File: config.mk
export PLATFORM = sky130hd
export DESIGN_NAME = vin_wr_arbiter_flat
export DESIGN_NICKNAME = d
export VERILOG_FILES = /design/src/rtl/vin_wr_arbiter_if.sv /design/src/rtl/vin_wr_arbiter.sv /design/src/flat_wrapper.sv
export SDC_FILE = /design/constraint.sdc
export NUM_CORES = 1
export LEC_CHECK = 0
export ABC_CLOCK_PERIOD_IN_PS = 2600
export BUFFER_PORTS_ARGS = -buffer_cell sky130_fd_sc_hd__buf_4
export CORE_AREA = 3 3 137 139
export CTS_CLUSTER_DIAMETER = 40
export DETAILED_ROUTE_END_ITERATION = 6
export DIE_AREA = 0 0 140 142
export PLACE_DENSITY_LB_ADDON = 0.2
export SYNTH_ARGS = -nofsm -noshare
export SYNTH_HDL_FRONTEND = slang
export SYNTH_SLANG_ARGS = --single-unit
File: constraint.sdc
create_clock -name mem_clk -period 2.6 [get_ports mem_clk]
set_input_delay 0.78 -clock mem_clk [delete_from_list [all_inputs] [get_ports mem_clk]]
set_output_delay 0.78 -clock mem_clk [all_outputs]
set_load 0.1 [all_outputs]
File: src/rtl/vin_wr_arbiter_if.sv
// Bundle of per-channel write-burst requests and the shared memory write port.
// The arbiter takes the master modport; channel/memory models take the slave modport.
interface vin_wr_arbiter_if #(
   parameter int CH_NUM        = 4,
   parameter int MEM_DATA_BITS = 32
);
   logic [CH_NUM-1:0]               ch_en;
   logic [CH_NUM-1:0]               ch_wr_burst_req;
   logic [10*CH_NUM-1:0]            ch_wr_burst_len;
   logic [24*CH_NUM-1:0]            ch_wr_burst_addr;
   logic [MEM_DATA_BITS*CH_NUM-1:0] ch_wr_burst_data;
   logic [CH_NUM-1:0]               ch_wr_burst_data_req;
   logic [CH_NUM-1:0]               ch_burst_finish;
   logic                            wr_burst_req;
   logic [9:0]                      wr_burst_len;
   logic [23:0]                     wr_burst_addr;
   logic [MEM_DATA_BITS-1:0]        wr_burst_data;
   logic                            wr_burst_data_req;
   logic                            burst_finish;
   logic [2:0]                      grant_id;
   logic                            busy;
   logic                            timeout_err;

   modport master (
      input  ch_en, ch_wr_burst_req, ch_wr_burst_len, ch_wr_burst_addr, ch_wr_burst_data,
      input  wr_burst_data_req, burst_finish,
      output ch_wr_burst_data_req, ch_burst_finish,
      output wr_burst_req, wr_burst_len, wr_burst_addr, wr_burst_data,
      output grant_id, busy, timeout_err
   );

   modport slave (
      output ch_en, ch_wr_burst_req, ch_wr_burst_len, ch_wr_burst_addr, ch_wr_burst_data,
      output wr_burst_data_req, burst_finish,
      input  ch_wr_burst_data_req, ch_burst_finish,
      input  wr_burst_req, wr_burst_len, wr_burst_addr, wr_burst_data,
      input  grant_id, busy, timeout_err
   );
endinterface

File: src/rtl/vin_wr_arbiter.sv
// Round-robin arbiter sharing one DDR write-burst port among CH_NUM channels; grant is
// registered (req valid one cycle after decision), data strobe/finish routed back combinationally.
module vin_wr_arbiter #(
   parameter int CH_NUM         = 4,
   parameter int MEM_DATA_BITS  = 32,
   parameter int TIMEOUT_CYCLES = 4096
) (
   input  logic              mem_clk,
   input  logic              rst,
   vin_wr_arbiter_if.master  bus
);
   localparam int IDXW = (CH_NUM > 1) ? $clog2(CH_NUM) : 1;
   localparam logic [15:0] TMO_LIM = 16'(TIMEOUT_CYCLES);

   typedef enum logic [1:0] {IDLE, GRANT, DONE} state_t;

   state_t           state_q, state_d;
   logic [2:0]       grant_id_q, grant_id_d;
   logic [2:0]       last_grant_q, last_grant_d;
   logic [9:0]       len_q, len_d;
   logic [23:0]      addr_q, addr_d;
   logic [15:0]      tmo_cnt_q, tmo_cnt_d;
   logic             timeout_err_q, timeout_err_d;

   logic [CH_NUM-1:0]        eligible;
   logic [IDXW-1:0]          idx;
   logic                     pick_vld;
   logic [2:0]               pick_id;
   logic [9:0]               pick_len;
   logic [23:0]              pick_addr;
   logic                     in_grant;
   logic [CH_NUM-1:0]        ch_data_req;
   logic [CH_NUM-1:0]        ch_finish;
   logic [MEM_DATA_BITS-1:0] wr_data;

   // Search downward so the smallest offset from last_grant+1 is the final assignment.
   always_comb begin : rr_pick
      eligible  = bus.ch_wr_burst_req & bus.ch_en;
      idx       = '0;
      pick_vld  = 1'b0;
      pick_id   = '0;
      pick_len  = '0;
      pick_addr = '0;
      for (int k = CH_NUM; k >= 1; k--) begin
         idx = IDXW'((int'(last_grant_q) + k) % CH_NUM);
         if (eligible[idx]) begin
            pick_vld = 1'b1;
            pick_id  = 3'(idx);
         end
      end
      for (int i = 0; i < CH_NUM; i++) begin
         if (pick_id == 3'(i)) begin
            pick_len  = bus.ch_wr_burst_len[10*i +: 10];
            pick_addr = bus.ch_wr_burst_addr[24*i +: 24];
         end
      end
   end

   always_comb begin : next_state
      state_d       = state_q;
      grant_id_d    = grant_id_q;
      last_grant_d  = last_grant_q;
      len_d         = len_q;
      addr_d        = addr_q;
      tmo_cnt_d     = tmo_cnt_q;
      timeout_err_d = timeout_err_q;
      case (state_q)
         IDLE: begin
            if (pick_vld) begin
               grant_id_d = pick_id;
               len_d      = pick_len;
               addr_d     = pick_addr;
               tmo_cnt_d  = '0;
               state_d    = GRANT;
            end
         end
         GRANT: begin
            if (tmo_cnt_q != 16'hFFFF) tmo_cnt_d = tmo_cnt_q + 16'd1;
            // Flag only; the burst is never aborted, we keep waiting for finish.
            if (tmo_cnt_d >= TMO_LIM) timeout_err_d = 1'b1;
            if (bus.burst_finish) begin
               last_grant_d = grant_id_q;
               state_d      = DONE;
            end
         end
         DONE:    state_d = IDLE;
         default: state_d = IDLE;
      endcase
   end

   always_comb begin : route
      in_grant    = (state_q == GRANT);
      ch_data_req = '0;
      ch_finish   = '0;
      wr_data     = '0;
      for (int i = 0; i < CH_NUM; i++) begin
         if (in_grant && grant_id_q == 3'(i)) begin
            ch_data_req[i] = bus.wr_burst_data_req;
            ch_finish[i]   = bus.burst_finish;
            wr_data        = bus.ch_wr_burst_data[MEM_DATA_BITS*i +: MEM_DATA_BITS];
         end
      end
   end

   always_ff @(posedge mem_clk) begin
      if (rst) begin
         state_q       <= IDLE;
         grant_id_q    <= '0;
         last_grant_q  <= 3'(CH_NUM - 1);
         len_q         <= '0;
         addr_q        <= '0;
         tmo_cnt_q     <= '0;
         timeout_err_q <= 1'b0;
      end else begin
         state_q       <= state_d;
         grant_id_q    <= grant_id_d;
         last_grant_q  <= last_grant_d;
         len_q         <= len_d;
         addr_q        <= addr_d;
         tmo_cnt_q     <= tmo_cnt_d;
         timeout_err_q <= timeout_err_d;
      end
   end

   assign bus.wr_burst_req         = in_grant;
   assign bus.wr_burst_len         = len_q;
   assign bus.wr_burst_addr        = addr_q;
   assign bus.wr_burst_data        = wr_data;
   assign bus.ch_wr_burst_data_req = ch_data_req;
   assign bus.ch_burst_finish      = ch_finish;
   assign bus.grant_id             = grant_id_q;
   assign bus.busy                 = (state_q != IDLE);
   assign bus.timeout_err          = timeout_err_q;
endmodule

File: src/flat_wrapper.sv
// flat-port wrapper written by rule: the top's interface ports become plain ports
module vin_wr_arbiter_flat 
#(
   parameter int CH_NUM         = 4,
   parameter int MEM_DATA_BITS  = 32,
   parameter int TIMEOUT_CYCLES = 4096
)
  (mem_clk, rst, bus_ch_en, bus_ch_wr_burst_req, bus_ch_wr_burst_len, bus_ch_wr_burst_addr, bus_ch_wr_burst_data, bus_wr_burst_data_req, bus_burst_finish, bus_ch_wr_burst_data_req, bus_ch_burst_finish, bus_wr_burst_req, bus_wr_burst_len, bus_wr_burst_addr, bus_wr_burst_data, bus_grant_id, bus_busy, bus_timeout_err);
  vin_wr_arbiter_if #(.CH_NUM(CH_NUM), .MEM_DATA_BITS(MEM_DATA_BITS)) bus_i ();
  input  logic mem_clk;
  input  logic rst;
  input wire logic [$bits(bus_i.ch_en)-1:0] bus_ch_en;
  input wire logic [$bits(bus_i.ch_wr_burst_req)-1:0] bus_ch_wr_burst_req;
  input wire logic [$bits(bus_i.ch_wr_burst_len)-1:0] bus_ch_wr_burst_len;
  input wire logic [$bits(bus_i.ch_wr_burst_addr)-1:0] bus_ch_wr_burst_addr;
  input wire logic [$bits(bus_i.ch_wr_burst_data)-1:0] bus_ch_wr_burst_data;
  input wire logic [$bits(bus_i.wr_burst_data_req)-1:0] bus_wr_burst_data_req;
  input wire logic [$bits(bus_i.burst_finish)-1:0] bus_burst_finish;
  output wire logic [$bits(bus_i.ch_wr_burst_data_req)-1:0] bus_ch_wr_burst_data_req;
  output wire logic [$bits(bus_i.ch_burst_finish)-1:0] bus_ch_burst_finish;
  output wire logic [$bits(bus_i.wr_burst_req)-1:0] bus_wr_burst_req;
  output wire logic [$bits(bus_i.wr_burst_len)-1:0] bus_wr_burst_len;
  output wire logic [$bits(bus_i.wr_burst_addr)-1:0] bus_wr_burst_addr;
  output wire logic [$bits(bus_i.wr_burst_data)-1:0] bus_wr_burst_data;
  output wire logic [$bits(bus_i.grant_id)-1:0] bus_grant_id;
  output wire logic [$bits(bus_i.busy)-1:0] bus_busy;
  output wire logic [$bits(bus_i.timeout_err)-1:0] bus_timeout_err;
  assign bus_i.ch_en = bus_ch_en;
  assign bus_i.ch_wr_burst_req = bus_ch_wr_burst_req;
  assign bus_i.ch_wr_burst_len = bus_ch_wr_burst_len;
  assign bus_i.ch_wr_burst_addr = bus_ch_wr_burst_addr;
  assign bus_i.ch_wr_burst_data = bus_ch_wr_burst_data;
  assign bus_i.wr_burst_data_req = bus_wr_burst_data_req;
  assign bus_i.burst_finish = bus_burst_finish;
  assign bus_ch_wr_burst_data_req = bus_i.ch_wr_burst_data_req;
  assign bus_ch_burst_finish = bus_i.ch_burst_finish;
  assign bus_wr_burst_req = bus_i.wr_burst_req;
  assign bus_wr_burst_len = bus_i.wr_burst_len;
  assign bus_wr_burst_addr = bus_i.wr_burst_addr;
  assign bus_wr_burst_data = bus_i.wr_burst_data;
  assign bus_grant_id = bus_i.grant_id;
  assign bus_busy = bus_i.busy;
  assign bus_timeout_err = bus_i.timeout_err;
  vin_wr_arbiter #(.CH_NUM(CH_NUM), .MEM_DATA_BITS(MEM_DATA_BITS), .TIMEOUT_CYCLES(TIMEOUT_CYCLES)) u_core (.mem_clk(mem_clk), .rst(rst), .bus(bus_i));
endmodule
==> results.toml <==
[layout]
nNetsFinal = 1089
instances_no_fill = 1045
drive_gt1_share_pct = 63.73
diodes = 0
fin_util_pct = 46.20
syn2layout_area_growth_pct = 86.93

[floorplanning]
initial_core_util_pct = 24.71
die_x_um = 140
dieArea_mm2 = 0.01988
fp.coreArea_mm2 = 0.01778
die_h_um = 142
rows = 49
io_pins = 356

[global_routing]
antenna_found_initial = 0
grt_max_degree = 45
grt_remaining_overflow = 0
grt_most_used_layer = "met2"
met2_usage_pct = 34.01
grt_pass1_vias = 5534
grtUsageTotal_pct = 18.60
gr-usage-met3_pct = 5.276
met1_usage_pct = 22.01
grt_pass1_wl_um = 29820

[synthesis]
yosysTopAreaCell = "dfxtp_1"
ys_warn_count = 0
netlist.area_leader.share_pct = 25.97
syn-cell-area_mm2 = 0.004394
yosysUniqueCellTypes = 60
synthCells = 462
async_flop_share_pct = 0
synthFlopType = "dfxtp_1"
yosys-top-cells-area = "dfxtp_1 (26%), mux4_2 (16%), a221oi_1 (9.6%)"
synth_nets = 739
ys_ff_latch = 57
synth_edf_count = 0
ys_seq_area_share_pct = 25.97
avgSynthCellArea_um2 = 9.511
synth_most_common_cell = "dfxtp_1"
synthTopCellsByCount = "dfxtp_1 (57), nand2_1 (52), a221oi_1 (48)"

[route]
drt_iter0_markers = 319
drt-pass1-iter-count = 5
num_vias = 5270
routed_wirelength_um = 19760
drc = 0
vias_per_cell = 5.043
antenna_left = 0
routedWlPerCell_um = 18.91

[status]
outcome = "complete, no violations"

[clocking]
htreeDepth = 3
cts_made_buffers = 9
ctsHoldBuffers = 0
clockBufferDepth = 2
cts.clk_slew.worst_paths_ps = 50
clk_latency_ps = 320
numClockSinks = 57
cts_tree = "yes"
cts_root_buffer = "clkbuf_16"

[worst_setup_path]
crit_path_end_kind = "output pin"
critPathKind = "flip-flop to output pin"
reg2reg_depth = 6
startpoint_type = "flip-flop"
required_ps = 1820
worst_ep_arrival_time_ps = 1780
path_max_fanout = 8

[timing]
period_minus_slack_ps = 2559
final_hold_viol_count = 0
max_freq_ghz = 0.3908
slew_headroom_pct = 55.36
worstMarginPinSlew_ps = 669.6
setup_tns_ps = 0
period_share_pct = 98.43
finClkSkew_ps = 3.701
finalSetupViolCount = 0
rsz0062_at_grt = "no"
slew_viol_final = 0

[pwr]
power.leakage_nw = 3.653
power.density_mw_per_mm2 = 664.4
ir_drop_mv = 0.3617

[placement]
place.gp.congestion = 0.9075
placedCellCount = 1022
dp_hpwl_um = 16030
io_buffer_count = 354

[min_path]
hold_depth = 2
min_path_type = "flip-flop to flip-flop"

[run]
max_cap_violations = 0
==> per-layer routing <==
metal  vias to the layer above  routed length [um]  part of all wire (%)
met5                         -                   0                     0
met4                         0                 268                   1.4
met3                        22                1486                   7.5
met2                       224               10270                    52
met1                      2483                7732                    39
li1                       2541                   -                     -
==> cell type report <==
type | count | area [um2]
Inverter | 5 | 18.77
Clock inverter | 1 | 5.005
Tap cell | 229 | 286.5
Clock buffer | 14 | 305.3
Fill cell | 1701 | 9565
Sequential cell | 57 | 1149
Multi-Input combinational cell | 354 | 3331
Timing Repair Buffer | 385 | 3119
==> metrics by stage <==
step	hold slack (ps)	total power, mW	cell area [um2]	setup slack [ps]
after global routing	466.3	5.694	8214	1.039
final	448.1	5.458	8214	40.87
after global placement	439.1	4.189	7665	48.29
after CTS	451.9	5.479	8133	-32.50
after floorplan	453.7	3.342	4748	-105.3
after detailed placement	444.7	4.213	7665	54.92
==> repair_timing <==
item / CTS / global route
endpoints found under the setup margin: 32 / 31
buffers inserted: 3 / 4
endpoints found under the hold margin: 0 / 0
gates resized for setup: 30 / 6
gates cloned: 0 / 1
==> layout by cell type, fill, tap and decap left out, types with 6 or more instances in the layout <==
cell type and instances:
a31oi_1 8, nor2_4 6, dfxtp_1 55, nand2b_1 6, mux4_2 32, a221oi_1 48
o21ai_1 36, buf_6 27, nand3_1 6, a221oi_2 20, buf_4 348, nor2b_4 32
clkbuf_16 11, nor2_1 15, mux2i_1 8, buf_12 6, nand2_1 50
==> sequential cells by signal, indices dropped and copies added (netlist names) <==
name                      flops
u_core.bus.grant_id           2
u_core.bus.timeout_err        1
u_core.bus.wr_burst_addr     24
u_core.bus.wr_burst_len      10
u_core.last_grant_q           2
u_core.state_q                2
u_core.tmo_cnt_q             16
==> critical path, cell delays in order, from the launching register on <==
cell     delay (ps)
dfxtp_4         420
buf_12          160
mux4_2          540
nor2b_4         160
buf_12          180
==> final timing paths <==
kind	start	to	slack [ps]
worst max-delay path	u_core.bus.grant_id[0]	bus_wr_burst_data[15]	40
worst min-delay path	u_core.bus.wr_burst_addr[4]	u_core.bus.wr_burst_addr[4]	450
worst max register to register	u_core.state_q[0]	u_core.bus.wr_burst_addr[10]	630
worst min register to register	u_core.bus.wr_burst_addr[4]	u_core.bus.wr_burst_addr[4]	450
==> kinds of logic (layout without fill, tap and decap cells) <==
group	Yosys count	in the layout	share of synthesized area (%)
other cells	1	1	0.08534
buf+inv	51	405	6.037
mux	40	40	18.22
compound gates	152	152	29.78
simple gates	160	160	19.62
fa+ha+maj	1	1	0.2847
flops	57	57	25.97
==> power breakdown <==
part / internal [mW] / switching (mW)
clock network: 0.799 / 0.391
logic: 1.04 / 2.11
registers: 1.03 / 0.0942
Power figures use the tool's default switching activity.
